### src/rtl/pwm_duty_ramp.sv
// Duty-cycle soft-start/soft-stop ramp feeding the PWM generator.
// Steps dutyCycle toward a commanded target every STEP_DIV cycles and strobes start on each update.
module pwm_duty_ramp #(
    parameter int WORD_LENGTH      = 8,
    parameter int WORD_LENGTH_FREQ = 2,
    parameter int STEP_DIV         = 1000,
    parameter int TIMER_W          = 10
) (
    input  logic                        clk,
    input  logic                        reset,
    input  logic                        go,
    input  logic                        abort,
    input  logic [WORD_LENGTH-1:0]      target_duty,
    input  logic [WORD_LENGTH_FREQ-1:0] freq_sel,
    input  logic [WORD_LENGTH-1:0]      step_size,
    output logic [WORD_LENGTH-1:0]      dutyCycle,
    output logic [WORD_LENGTH_FREQ-1:0] frequency,
    output logic                        start,
    output logic                        busy,
    output logic                        done
);

    localparam logic [TIMER_W-1:0] TMAX = TIMER_W'(STEP_DIV - 1);

    typedef enum logic [1:0] {IDLE, RAMP, HOLD} state_t;

    state_t                      state, state_n;
    logic [WORD_LENGTH-1:0]      tgt, tgt_n, step, step_n, duty_n, step_in, stepped;
    logic [WORD_LENGTH_FREQ-1:0] freq_n;
    logic [TIMER_W-1:0]          timer, timer_n, timer_inc;
    logic                        start_n, done_n, busy_n, wrap;
    logic [WORD_LENGTH:0]        up_sum, dn_lim;

    assign step_in   = (step_size == '0) ? WORD_LENGTH'(1) : step_size;
    assign wrap      = (timer == TMAX);
    assign timer_inc = wrap ? '0 : timer + TIMER_W'(1);

    // Saturating step computed one bit wider so neither direction can wrap past the target.
    assign up_sum = {1'b0, dutyCycle} + {1'b0, step};
    assign dn_lim = {1'b0, tgt} + {1'b0, step};

    always_comb begin
        stepped = tgt;
        if (dutyCycle < tgt) begin
            if (up_sum < {1'b0, tgt})
                stepped = up_sum[WORD_LENGTH-1:0];
        end else begin
            if ({1'b0, dutyCycle} > dn_lim)
                stepped = dutyCycle - step;
        end
    end

    always_comb begin
        state_n = state;
        duty_n  = dutyCycle;
        freq_n  = frequency;
        tgt_n   = tgt;
        step_n  = step;
        timer_n = timer;
        start_n = 1'b0;
        done_n  = 1'b0;
        busy_n  = busy;
        if (abort) begin
            state_n = IDLE;
            duty_n  = '0;
            timer_n = '0;
            busy_n  = 1'b0;
            start_n = (dutyCycle != '0);
        end else if (go) begin
            tgt_n   = target_duty;
            step_n  = step_in;
            freq_n  = freq_sel;
            start_n = 1'b1;
            // A retarget mid-ramp keeps the step cadence instead of restarting it.
            timer_n = (state == RAMP) ? timer_inc : '0;
            if (target_duty == dutyCycle) begin
                state_n = HOLD;
                done_n  = 1'b1;
                busy_n  = 1'b0;
            end else begin
                state_n = RAMP;
                busy_n  = 1'b1;
            end
        end else if (state == RAMP) begin
            timer_n = timer_inc;
            if (wrap) begin
                duty_n  = stepped;
                start_n = 1'b1;
                if (stepped == tgt) begin
                    state_n = HOLD;
                    done_n  = 1'b1;
                    busy_n  = 1'b0;
                end
            end
        end
    end

    always_ff @(posedge clk or negedge reset) begin
        if (!reset) begin
            state     <= IDLE;
            dutyCycle <= '0;
            frequency <= '0;
            tgt       <= '0;
            step      <= '0;
            timer     <= '0;
            start     <= 1'b0;
            done      <= 1'b0;
            busy      <= 1'b0;
        end else begin
            state     <= state_n;
            dutyCycle <= duty_n;
            frequency <= freq_n;
            tgt       <= tgt_n;
            step      <= step_n;
            timer     <= timer_n;
            start     <= start_n;
            done      <= done_n;
            busy      <= busy_n;
        end
    end

endmodule

### config.mk
export PLATFORM = sky130hd
export DESIGN_NAME = pwm_duty_ramp
export DESIGN_NICKNAME = d
export VERILOG_FILES = /design/src/rtl/pwm_duty_ramp.sv
export SDC_FILE = /design/constraint.sdc
export NUM_CORES = 1
export LEC_CHECK = 0
export CORE_ASPECT_RATIO = 1.25
export CORE_MARGIN = 8
export CORE_UTILIZATION = 25
export DETAILED_ROUTE_END_ITERATION = 8
export GPL_ROUTABILITY_DRIVEN = 0
export SYNTH_ARGS = -nofsm -noshare
export SYNTH_HDL_FRONTEND = slang
export SYNTH_SLANG_ARGS = --single-unit
### constraint.sdc
create_clock -name clk -period 5.9 [get_ports clk]
set_input_delay 1.18 -clock clk [delete_from_list [all_inputs] [get_ports clk]]
set_output_delay 1.18 -clock clk [all_outputs]
set_load 0.02 [all_outputs]
After elaboration in Yosys (flattened, before gate mapping) --
Index checks and enable logic that the tools add are counted.
Word-level totals: register bits after elaboration 41, input bits 22, output and inout port bits 13, word-level logic and storage cells 67
Operators by class: $add $sub $neg 4, order comparisons 3, eq/ne operators 5, multiplexer cells 35, bitwise operators 1, reductions and logical operators 10
Operator list (count):
- 8-bit two-way mux | 8
- 10-bit two-way mux | 5
- 8-bit by 8-bit adder with 9-bit output | 2
- 8-bit equality test | 2
- 1-bit two-way mux | 16
- 2-bit two-way mux | 6
- 10-bit by 1-bit adder with 10-bit output (second input constant) | 1
- 10-bit equality test (second input constant) | 1
- 8-bit by 9-bit > comparator with 1-bit output | 1
- 9-bit by 8-bit < comparator with 1-bit output | 1
- 3-bit nonzero test | 3
- 8-bit logical NOT | 1
- 8-bit < comparator | 1
- 8-bit nonzero test | 1
- 8-bit subtractor | 1
- 3-bit AND reduction | 2
- 2-bit nonzero test | 2
- 2-bit by 1-bit equality test with 1-bit output (second input constant) | 1
- 2-bit by 1-bit != test with 1-bit output (second input constant) | 1
- 2-bit AND reduction | 1
- 1-bit inverter | 1

Logic depth before layout (Yosys ltp) --
Gate-level depths: netlist of the first run.
depth in word-level cells 10, mapped depth 18, mapped depth without buffers 17

Worst setup path after synthesis of the first run --
No wires, ideal clock.
kind register to register, start register tgt[1], end register state[1], library setup time 0.124 ns, data arrival time 3.554 ns, required time 5.776 ns, path slack 2.222 ns, stages on the path, launching flop included 19, buffers on the path 1, period minus slack after synthesis 3.678 ns, cells stage by stage dfrtp_1 -> ha_1 -> a21o_1 -> a21oi_1 -> o21bai_1 -> a21oi_1 -> o21bai_1 -> a21oi_1 -> xor2_1 -> ha_1 -> and3_1 -> and3_1 -> a2111oi_0 -> nand4b_1 -> buf_2 -> o21ai_0 -> o2bb2ai_1 -> nor4_2 -> o31a_1
Between the ends: cells in the longest elaborated chain, start to end 7, elaborated cells on any way between the ends 10, those cells by class add/sub: 1; order compare: 3; eq/ne: 1; mux: 3; reduce/logical: 2
RTL lines:
- start, declared | RTL line 28 | logic [WORD_LENGTH-1:0] tgt, tgt_n, step, step_n, duty_n, step_in, stepped;
- start signal, assigned | RTL line 113 | tgt <= tgt_n;
- 8-bit by 8-bit adder with 9-bit output | RTL line 40 | assign dn_lim = {1'b0, tgt} + {1'b0, step};
- 8-bit by 9-bit > comparator with 1-bit output | RTL line 48 | if ({1'b0, dutyCycle} > dn_lim)
- 8-bit two-way mux | RTL line 48
- 8-bit two-way mux | RTL line 44 | if (dutyCycle < tgt) begin
- 8-bit equality test (*) | RTL line 89 | if (stepped == tgt) begin
- 3-bit nonzero test (no line) (*)
- 3-bit AND reduction (no line) (*)
- end signal, assigned | RTL line 110 | state <= state_n;
- end, declared | RTL line 27 | state_t state, state_n;
Every way passes the cells marked *; elsewhere a longest branch is shown, timed or not. A chain may end at the register's enable or synchronous reset.

Worst setup path in the final report of the first run --
start register tgt[1], end register dutyCycle[3]
Between the ends: cells in the longest elaborated chain, start to end 8, elaborated cells on any way between the ends 11, those cells by class add/sub: 1; order compare: 3; mux: 7
RTL lines:
- 8-bit by 8-bit adder with 9-bit output | RTL line 40
- 8-bit by 9-bit > comparator with 1-bit output | RTL line 48
- 8-bit two-way mux | RTL line 48
- 8-bit two-way mux (*) | RTL line 44
- 8-bit two-way mux (*) | RTL line 86 | if (wrap) begin
- 8-bit two-way mux (*) | RTL line 84 | end else if (state == RAMP) begin
- 8-bit two-way mux (*) | RTL line 69 | end else if (go) begin
- 8-bit two-way mux (*) | RTL line 63 | if (abort) begin
- end signal, assigned | RTL line 111 | dutyCycle <= duty_n;
- end, declared | RTL line 16 | output logic [WORD_LENGTH-1:0] dutyCycle,
Every way passes the cells marked *; elsewhere a longest branch is shown, timed or not. The select of a mux whose other input is x is not followed.

==> results of run 1 <==
-- path summary, 6_finish.rpt --
kind | slack, ns | cells after the start | endpoint
min in group asynchronous | 1.03 | 1 | tgt[6]
max reg2reg | 1.54 | 17 | dutyCycle[3]
min | 0.49 | 1 | timer[9]
min reg2reg | 0.49 | 1 | timer[9]
max | 1.54 | 17 | dutyCycle[3]
max in group asynchronous | 4.29 | 1 | tgt[7]
-- routing by layer --
layer	global-route usage [%]	part of all wire, %
met2	19.9	50
met4	4.01	3.0
met5	0	0
met3	2.51	4.8
met1	13.4	42
-- report_power, final --
| group | internal [mW] | total, mW | switching (mW) |
|---|---|---|---|
| logic | 0.158 | 0.376 | 0.218 |
| registers | 0.293 | 0.316 | 0.0232 |
| clock network | 0.201 | 0.330 | 0.128 |
| total | 0.652 | 1.02 | 0.369 |
-- cell families (layout without fill, tap and decap cells) --
logic type,count (synthesis),count (layout),synth area share [%]
buffers and inverters,43,71,5.09
xor gates and xnor gates,38,38,9.25
DFF,40,40,26.6
AOI/OAI and AO/OA,115,115,20.9
and+or+nand+nor,144,144,19.8
muxes,5,5,1.46
adders and majority gates,49,49,16.9
-- sequential cells by signal (all words and copies together), names as in the netlist --
signal,cells
state,2
done,1
frequency,2
step,8
start,1
tgt,8
dutyCycle,8
timer,10
-- cells in the mapped netlist, types with 3 or more instances --
library cell / count / share of area, %
and3_1: 5 / 0.83
a31oi_1: 3 / 0.50
o21bai_1: 3 / 0.60
nor2_1: 30 / 3.0
clkbuf_1: 5 / 0.50
nor2b_1: 7 / 1.2
xnor2_1: 25 / 5.8
buf_2: 5 / 0.67
fa_1: 3 / 1.6
dfrtp_1: 40 / 27
ha_1: 46 / 15
nand2b_1: 6 / 1.0
nand3_1: 6 / 0.80
inv_1: 28 / 2.8
a211oi_1: 6 / 1.2
a21oi_1: 25 / 3.3
nor4_1: 5 / 0.83
nand2_1: 45 / 4.5
nor3_1: 14 / 1.9
o31ai_1: 3 / 0.60
nand4_1: 4 / 0.67
o221ai_1: 5 / 1.2
o211ai_1: 3 / 0.60
a21o_1: 4 / 0.80
mux2_2: 4 / 1.2
o22ai_1: 3 / 0.50
o21ai_0: 34 / 4.5
o21a_1: 3 / 0.60
xor2_1: 11 / 2.6
and2_1: 5 / 0.83
-- through the flow --
| step | utilization, % | total power, mW |
|---|---|---|
| finish | 29.8 | 1.02 |
| global route | 29.8 | 1.09 |
| CTS | 29.8 | 1.02 |
| detailed placement | 28.6 | 0.691 |
| global placement | 28.6 | 0.679 |
| floorplan | - | 0.588 |
-- area by class of cell --
| type | instances | area share, % |
|---|---|---|
| Multi-Input combinational cell | 351 | 58.2 |
| Sequential cell | 40 | 22.7 |
| Timing Repair Buffer | 35 | 7.76 |
| Tap cell | 182 | 5.15 |
| Clock buffer | 5 | 2.83 |
| Inverter | 28 | 2.38 |
| Clock inverter | 3 | 1.05 |
-- worst max-delay path: stages, from the launching register on --
cell	delay, ns
dfrtp_1	0.44
ha_1	0.31
a21o_1	0.18
a21oi_1	0.23
o21bai_1	0.11
a21oi_1	0.23
o21bai_1	0.09
a21oi_1	0.17
xor2_1	0.17
ha_1	0.28
and3_1	0.21
and3_1	0.17
a2111oi_0	0.40
nand4b_1	0.45
nand2b_1	0.31
o311ai_0	0.13
o21ai_1	0.12
a32o_1	0.27
==> impl_metrics.csv, run 1 <==
group,metric,value,unit
detailed_routing,firstDrtPassIters,5,
sta,finalClockSkew,0.00657,ns
pwr,leakagePower,1.87,nW
layout,area_growth,17.5,%
worst_setup_path,worstPathRequired,6.08,ns
cts,cts_buffers,5,
logic_synthesis,postSynthCellCount,434,
sta,setup_slack,1.54,ns
sta,setup_violations,0,
cts,holdBufCountCts,0,
pwr,power.density,231,nW/um2
grt,grt_pass1_vias,3414,
logic_synthesis,synth_ff_type,"dfrtp_1",
pwr,ir_worst_vdd,0.148,mV
cts,cts_sinks,40,
grt,globalRouteOverflowTotal,0,
sta,tns,0,ns
die,dieArea,19200,um2
placement,dp.cells,636,
die,core-area,14800,um2
worst_hold_path,hold_path.class,"reg2reg",
worst_setup_path,crit_path_start,"tgt[1]",
die,fp.dieH,153,um
logic_synthesis,synth_edf_count,0,
layout,register_area,1000,um2
worst_hold_path,worstHoldStart,"timer[9]",
worst_setup_path,path_class,"reg2reg",
die,rows,50,
cts,htree_levels,2,
logic_synthesis,async_flop_share,100,%
placement,io_buffers,34,
detailed_routing,drc,0,
sta,period_share,73.9,%
sta,fmax,229,MHz
cts,cts_buffer_depth,2,
placement,post-place-ws,1.62,ns
worst_setup_path,start_kind,"register",
layout,final_cell_count_no_fill,644,
worst_setup_path,arrival,4.54,ns
worst_setup_path,worst-path-max-fanout,11,
sta,slew_violations,0,
detailed_routing,wl,10.7,mm
grt,grt_pass1_wl,17.8,mm
placement,hpwl,8.52,mm
logic_synthesis,synthesis.nets,505,
detailed_routing,final_antenna_net_count,0,
layout,drive_above_1_share,6.93,%
detailed_routing,drt-initial-drc-count,204,
detailed_routing,dr_total_vias,3356,
detailed_routing,drt-vias-per-instance,5.21,
layout,n_antenna_cell,0,
cts,path_clk_slew,0.07,ns
layout,num-fill-cells,1565,
grt,grt_max_degree,41,
sta,relSlewSlack,38.3,%
layout,nNetsFinal,532,
die,die_w,126,um
sta,post-route-min-period,4.36,ns
logic_synthesis,yosysWarningCount,0,
grt,antenna_found_initial,0,
cts,postCtsSetupRepairBufs,0,
layout,mostFrequentLayoutCell,"ha_1",
logic_synthesis,avgSynthCellArea,8.67,um2
sta,holdWs,0.488,ns
worst_setup_path,endpoint_kind,"register",
grt,gr-usage-all-layers,11.4,%
die,io-pin-count,35,
logic_synthesis,ys_seq_area_share,26.6,%
placement,dpl_cell_area,4250,um2
flow_run,maxCapViolCount,0,
cts,clock_latency,0.29,ns
layout,design_area,4420,um2
worst_setup_path,r2r_start,"tgt[1]",
sta,max_slew.worst_pin.slew,0.926,ns
cts,cts_tree,"built",
layout,multiInputGateArea,2570,um2
outcome,status,"finished, final reports clean",
detailed_routing,avgRoutedWirePerCell,16.7,um
sta,finalHoldViolCount,0,
logic_synthesis,ys_types,68,
cts,root_buffer,"clkbuf_16",
sta,rsz0062_at_grt,"no",
cts,post_cts_resized,0,
logic_synthesis,synth_seq_cells,40,
layout,final_cell_mix,"ha_1, nand2_1, dfrtp_1",
logic_synthesis,synth_area,3760,um2
die,initial_core_util,25.4,%
Power figures use the tool's default switching activity.
==> inputs of run 2 (changes only) <==
==> constraint.sdc (replaced) <==
create_clock -name clk -period 4.39 [get_ports clk]
set_input_delay 0.878 -clock clk [delete_from_list [all_inputs] [get_ports clk]]
set_output_delay 0.878 -clock clk [all_outputs]
set_load 0.02 [all_outputs]
==> run 2 against run 1 <==
Net effect:
- combinational power increased by 37%
- sequential power increased by 35%
- non-clock buffer count increased by 10
- sequential share of layout area decreased by 0.21 points
- clock skew decreased by 0.0029 ns
- clock power increased by 7.6%
- maximum frequency increased by 7.0%
- wire length increased by 5.0%
- via count increased by 0.63%
- register-to-register slack got worse by 1.2 ns
- design area increased by 0.93%
- largest cell class unchanged
==> impl_metrics.csv, run 2 (synthesized netlist as in run 1, its figures left out) <==
group,metric,value,unit
sta,tns,0,ns
die,die_w,126,um
sta,fmax,246,MHz
worst_setup_path,cpMostUsedCell,"a21oi_1",
grt,gr-usage-all-layers,11.7,%
pwr,finalPower,1.29,mW
worst_setup_path,worstPathRequired,4.56,ns
worst_setup_path,reg2reg_slack,0.32,ns
worst_setup_path,critical_path.max_stage_delay,0.44,ns
detailed_routing,drc,0,
layout,drive_above_1_share,8.70,%
sta,setup_slack,0.318,ns
detailed_routing,firstDrtPassIters,4,
sta,relSlewSlack,35.4,%
die,dieArea,19200,um2
worst_setup_path,path_buf_inv,1,
worst_setup_path,ff2ff_path_depth,18,
worst_hold_path,hold_path.class,"reg2reg",
layout,postLayoutCoreUtil,30.1,%
sta,holdWs,0.480,ns
grt,grt_max_degree,41,
placement,hpwl,9.20,mm
grt,grt_pass1_wl,18.1,mm
pwr,ir_worst_vdd,0.177,mV
die,initial_core_util,25.4,%
detailed_routing,avgRoutedWirePerCell,17.3,um
sta,max_slew.worst_pin.slew,0.969,ns
layout,mostFrequentLayoutCell,"ha_1",
layout,final_cell_count_no_fill,653,
cts,holdBufCountCts,0,
layout,largest_reg_flops,10,
worst_setup_path,start_kind,"register",
worst_setup_path,endpoint_kind,"register",
sta,finalClockSkew,0.00365,ns
placement,dpl_cell_area,4320,um2
sta,period_share,92.8,%
cts,cts_tree,"built",
worst_setup_path,crit_path_start,"tgt[1]",
detailed_routing,drt-vias-per-instance,5.17,
grt,globalRouteOverflowTotal,0,
cts,htree_levels,2,
sta,slew_violations,0,
layout,area_growth,18.6,%
detailed_routing,dr_total_vias,3377,
worst_setup_path,crit_slowest_cell,"dfrtp_1",
layout,n_antenna_cell,0,
cts,cts_buffer_depth,2,
flow_run,maxCapViolCount,0,
worst_setup_path,worstPathCellList,"ha_1 -> a21o_1 -> a21oi_1 -> o21bai_1 -> a21oi_1 -> o21bai_1 -> a21oi_1 -> xor2_1 -> ha_1 -> and3_1 -> and3_1 -> a2111oi_0 -> nand4b_1 -> buf_4 -> o21ai_0 -> o2bb2ai_1 -> nor4_2 -> o31a_1",
worst_setup_path,worst-path-max-fanout,11,
sta,post-route-min-period,4.07,ns
worst_hold_path,hold_end,"timer[9]",
worst_hold_path,min_delay_path_depth,1,
sta,setup_violations,0,
die,io-pin-count,35,
die,rows,50,
cts,post_cts_resized,0,
layout,regMostFlops,"timer",
pwr,leakagePower,1.91,nW
placement,io_buffers,34,
cts,clock_latency,0.28,ns
cts,path_clk_slew,0.06,ns
worst_setup_path,crit_family,"compound AO/OA/AOI/OAI gates",
grt,grt_pass1_vias,3512,
worst_hold_path,worstHoldStart,"timer[9]",
detailed_routing,final_antenna_net_count,0,
worst_setup_path,arrival,4.24,ns
sta,rsz0062_at_grt,"no",
layout,final_cell_mix,"ha_1, nand2_1, dfrtp_1",
placement,dp.cells,646,
placement,post-place-ws,0.342,ns
pwr,power.density,290,nW/um2
cts,postCtsSetupRepairBufs,0,
cts,cts_sinks,40,
worst_setup_path,r2r_end,"state[1]",
layout,design_area,4460,um2
detailed_routing,drt-initial-drc-count,227,
cts,cts_buffers,5,
outcome,status,"finished, final reports clean",
die,core-area,14800,um2
sta,finalHoldViolCount,0,
grt,antenna_found_initial,0,
die,fp.dieH,153,um
layout,nNetsFinal,542,
detailed_routing,wl,11.3,mm
worst_setup_path,r2r_start,"tgt[1]",
cts,root_buffer,"clkbuf_16",
worst_setup_path,path_class,"reg2reg",
[run 2: cell count changes in the layout (fill, tap and decap cells not counted), sizes merged]
cell	before	now
buf	2	12
bufinv	1	0
clkinv	0	1
inv	29	28
[run 2: area by class of cell]
type | instances | area (um2)
inverter | 28 | 105
timing repair buffer | 45 | 418
multi-input combinational | 351 | 2570
tap | 182 | 228
clock inverter | 2 | 12.5
sequential | 40 | 1000
fill | 1551 | 10400
clock buffer | 5 | 125
[run 2: power breakdown]
| group | leakage [nW] | internal, mW | switching (mW) | total [mW] |
|---|---|---|---|---|
| combinational | 1.32 | 0.217 | 0.297 | 0.514 |
| sequential | 0.520 | 0.394 | 0.0320 | 0.426 |
| clock | 0.0657 | 0.206 | 0.149 | 0.355 |
[run 2: worst reg2reg max path, stage by stage, from the launching register on]
cell and delay [ns]:
dfrtp_1 0.44, ha_1 0.31, a21o_1 0.18, a21oi_1 0.24
o21bai_1 0.10, a21oi_1 0.23, o21bai_1 0.09, a21oi_1 0.18
xor2_1 0.18, ha_1 0.28, and3_1 0.20, and3_1 0.18
a2111oi_0 0.36, nand4b_1 0.15, buf_4 0.20, o21ai_0 0.14
o2bb2ai_1 0.16, nor4_2 0.10, o31a_1 0.25
[run 2: layer usage]
metal / wire length, um / up-vias / global-route usage [%]
met5: 0 / - / 0
met2: 5530 / 101 / 20.6
met1: 4770 / 1618 / 13.2
met3: 417 / 36 / 1.95
li1: - / 1622 / -
met4: 563 / 0 / 6.10
[run 2: how the worst max path moves through the flow]
stage / end / cells after the start
after global placement: state[1] / 18
after CTS: state[1] / 18
after global routing: state[1] / 18
final: state[1] / 18
after floorplan: state[1] / 18
after detailed placement: state[1] / 18
==> inputs of run 3 (changes only) <==
--- a/config.mk
+++ b/config.mk
@@ -8,6 +8,7 @@
 export CORE_ASPECT_RATIO = 1.25
 export CORE_MARGIN = 8
 export CORE_UTILIZATION = 25
+export CTS_BUF_LIST = sky130_fd_sc_hd__clkbuf_4 sky130_fd_sc_hd__clkbuf_8
 export DETAILED_ROUTE_END_ITERATION = 8
 export GPL_ROUTABILITY_DRIVEN = 0
 export SYNTH_ARGS = -nofsm -noshare
==> run 3 against run 2 <==
Net effect:
- critical path depth stayed put
- register-to-register slack got worse by 0.02 ns
- clock-buffer cell count unchanged
- flip-flop and latch count stayed put
- first-iteration DRC count rose by 17%
- global-route usage shrank 0.12 points
- maximum frequency down 0.52%
- final cell count did not move
==> impl_metrics.csv, run 3 (synthesized netlist as in run 1, its figures left out) <==
group,metric,value,unit
sta,rsz0062_at_grt,"no",
pwr,seqPwrFrac,35.8,%
worst_setup_path,r2r_start,"tgt[1]",
sta,setup_slack,0.297,ns
layout,largest_reg_flops,10,
layout,nNetsFinal,542,
die,fp.dieH,153,um
sta,holdWs,0.483,ns
detailed_routing,top_layer_used,"met4",
grt,grt_pass1_vias,3491,
sta,max_slew.worst_pin.slew,0.980,ns
worst_hold_path,hold_path.class,"reg2reg",
sta,finalClockSkew,0.00700,ns
worst_setup_path,reg2reg_slack,0.30,ns
sta,setup_violations,0,
pwr,p_clk_share,20.8,%
cts,post_cts_resized,0,
sta,period_share,93.2,%
grt,globalRouteOverflowTotal,0,
die,dieArea,19200,um2
detailed_routing,avgRoutedWirePerCell,17.2,um
cts,clock_latency,0.30,ns
detailed_routing,dr_total_vias,3356,
worst_setup_path,worstPathCellList,"ha_1 -> a21o_1 -> a21oi_1 -> o21bai_1 -> a21oi_1 -> o21bai_1 -> a21oi_1 -> xor2_1 -> ha_1 -> and3_1 -> and3_1 -> a2111oi_0 -> nand4b_1 -> buf_4 -> o21ai_0 -> and2_1 -> nor4_2 -> o31a_1",
placement,dpl_cell_area,4320,um2
worst_setup_path,r2r_end,"state[1]",
grt,grt_max_degree,41,
cts,root_buffer,"clkbuf_8",
die,core-area,14800,um2
placement,post-place-ws,0.342,ns
pwr,power.internal,0.718,mW
worst_hold_path,hold_end,"timer[9]",
detailed_routing,wl_met3,408,um
layout,regMostFlops,"timer",
grt,grt_pass1_wl,18.0,mm
detailed_routing,firstDrtPassIters,5,
die,rows,50,
detailed_routing,drt-initial-drc-count,265,
layout,multiInputGateArea,2570,um2
sta,relSlewSlack,34.7,%
worst_setup_path,cpMostUsedCell,"a21oi_1",
pwr,leakagePower,1.89,nW
detailed_routing,wl_met1,4.81,mm
layout,register_area,1000,um2
layout,num-fill-cells,1550,
worst_hold_path,min_delay_path_depth,1,
pwr,power.density,269,nW/um2
pwr,power.share.combinational,43.4,%
detailed_routing,wl,11.3,mm
layout,postLayoutCoreUtil,29.7,%
layout,n_antenna_cell,0,
die,die_w,126,um
sta,tns,0,ns
sta,post-route-min-period,4.09,ns
cts,cts_buffers,5,
die,initial_core_util,25.4,%
layout,final_cell_mix,"ha_1, nand2_1, dfrtp_1",
cts,cts_buffer_depth,2,
worst_setup_path,endpoint_kind,"register",
detailed_routing,drc,0,
grt,gr-usage-all-layers,11.5,%
layout,drive_above_1_share,8.70,%
worst_setup_path,worst-path-max-fanout,11,
detailed_routing,drt-vias-per-instance,5.14,
cts,holdBufCountCts,0,
flow_run,maxCapViolCount,0,
layout,design_area,4400,um2
detailed_routing,final_antenna_net_count,0,
die,io-pin-count,35,
grt,antenna_found_initial,0,
pwr,ir_worst_vdd,0.163,mV
worst_hold_path,worstHoldStart,"timer[9]",
placement,io_buffers,34,
worst_setup_path,ff2ff_path_depth,18,
layout,mostFrequentLayoutCell,"ha_1",
worst_setup_path,worstPathRequired,4.57,ns
worst_setup_path,path_class,"reg2reg",
sta,fmax,244,MHz
pwr,p_switching,0.469,mW
cts,path_clk_slew,0.09,ns
worst_setup_path,arrival,4.28,ns
outcome,status,"finished, final reports clean",
worst_setup_path,crit_slowest_cell,"dfrtp_1",
worst_setup_path,critical_path.max_stage_delay,0.45,ns
sta,slew_violations,0,
cts,cts_sinks,40,
pwr,switching_share,39.5,%
placement,hpwl,9.20,mm
layout,area_growth,17.1,%
worst_setup_path,start_kind,"register",
detailed_routing,wl_met2,5.48,mm
sta,finalHoldViolCount,0,
cts,postCtsSetupRepairBufs,0,
cts,htree_levels,2,
cts,cts_tree,"built",
run 3: cell counts in the layout (fill, tap and decap cells not counted):
Identical to the previous run, type by type.
run 3: metrics by stage:
step	std cells	total power [mW]
floorplan	434	0.791
global placement	646	0.921
detailed placement	646	0.941
CTS	653	1.19
global route	653	1.26
finish	653	1.19
run 3: layer usage:
| layer | global-route usage, % | up-vias |
|---|---|---|
| met2 | 20.3 | 103 |
| li1 | - | 1622 |
| met4 | 5.99 | 0 |
| met5 | 0 | - |
| met3 | 1.95 | 34 |
| met1 | 13.1 | 1597 |
run 3: how the worst max path moves through the flow:
stage            from        to  cells past startpoint
2_1_floorplan  tgt[1]  state[1]                     18
3_3_place_gp   tgt[1]  state[1]                     18
3_5_place_dp   tgt[1]  state[1]                     18
4_1_cts        tgt[1]  state[1]                     18
5_1_grt        tgt[1]  state[1]                     18
6_report       tgt[1]  state[1]                     18
run 3: area by class of cell:
type	instances	share of cell area, %
inverters	28	2.39
well taps	182	5.17
clock inverters	2	0.284
multi-input cells	351	58.4
clock buffers	5	1.56
flip-flops and latches	40	22.7
repair buffers	45	9.49
run 3: worst max-delay path: cells and delay by family (launching register included):
family                   cells  cell delay, ns
AND/OR/NAND/NOR              5            0.75
flip-flops                   1            0.45
AO/OA/AOI/OAI                9            1.82
adder cells (fa/ha/maj)      2            0.59
buffers and inverters        1            0.19
XOR/XNOR                     1            0.18
run 3: power groups by stage:
stage / Clock (mW) / Combinational, mW / Sequential (mW)
2_1_floorplan: 0 / 0.364 / 0.427
3_3_place_gp: 0 / 0.491 / 0.430
3_5_place_dp: 0 / 0.509 / 0.431
4_1_cts: 0.254 / 0.512 / 0.425
5_1_grt: 0.264 / 0.566 / 0.429
6_report: 0.247 / 0.515 / 0.425
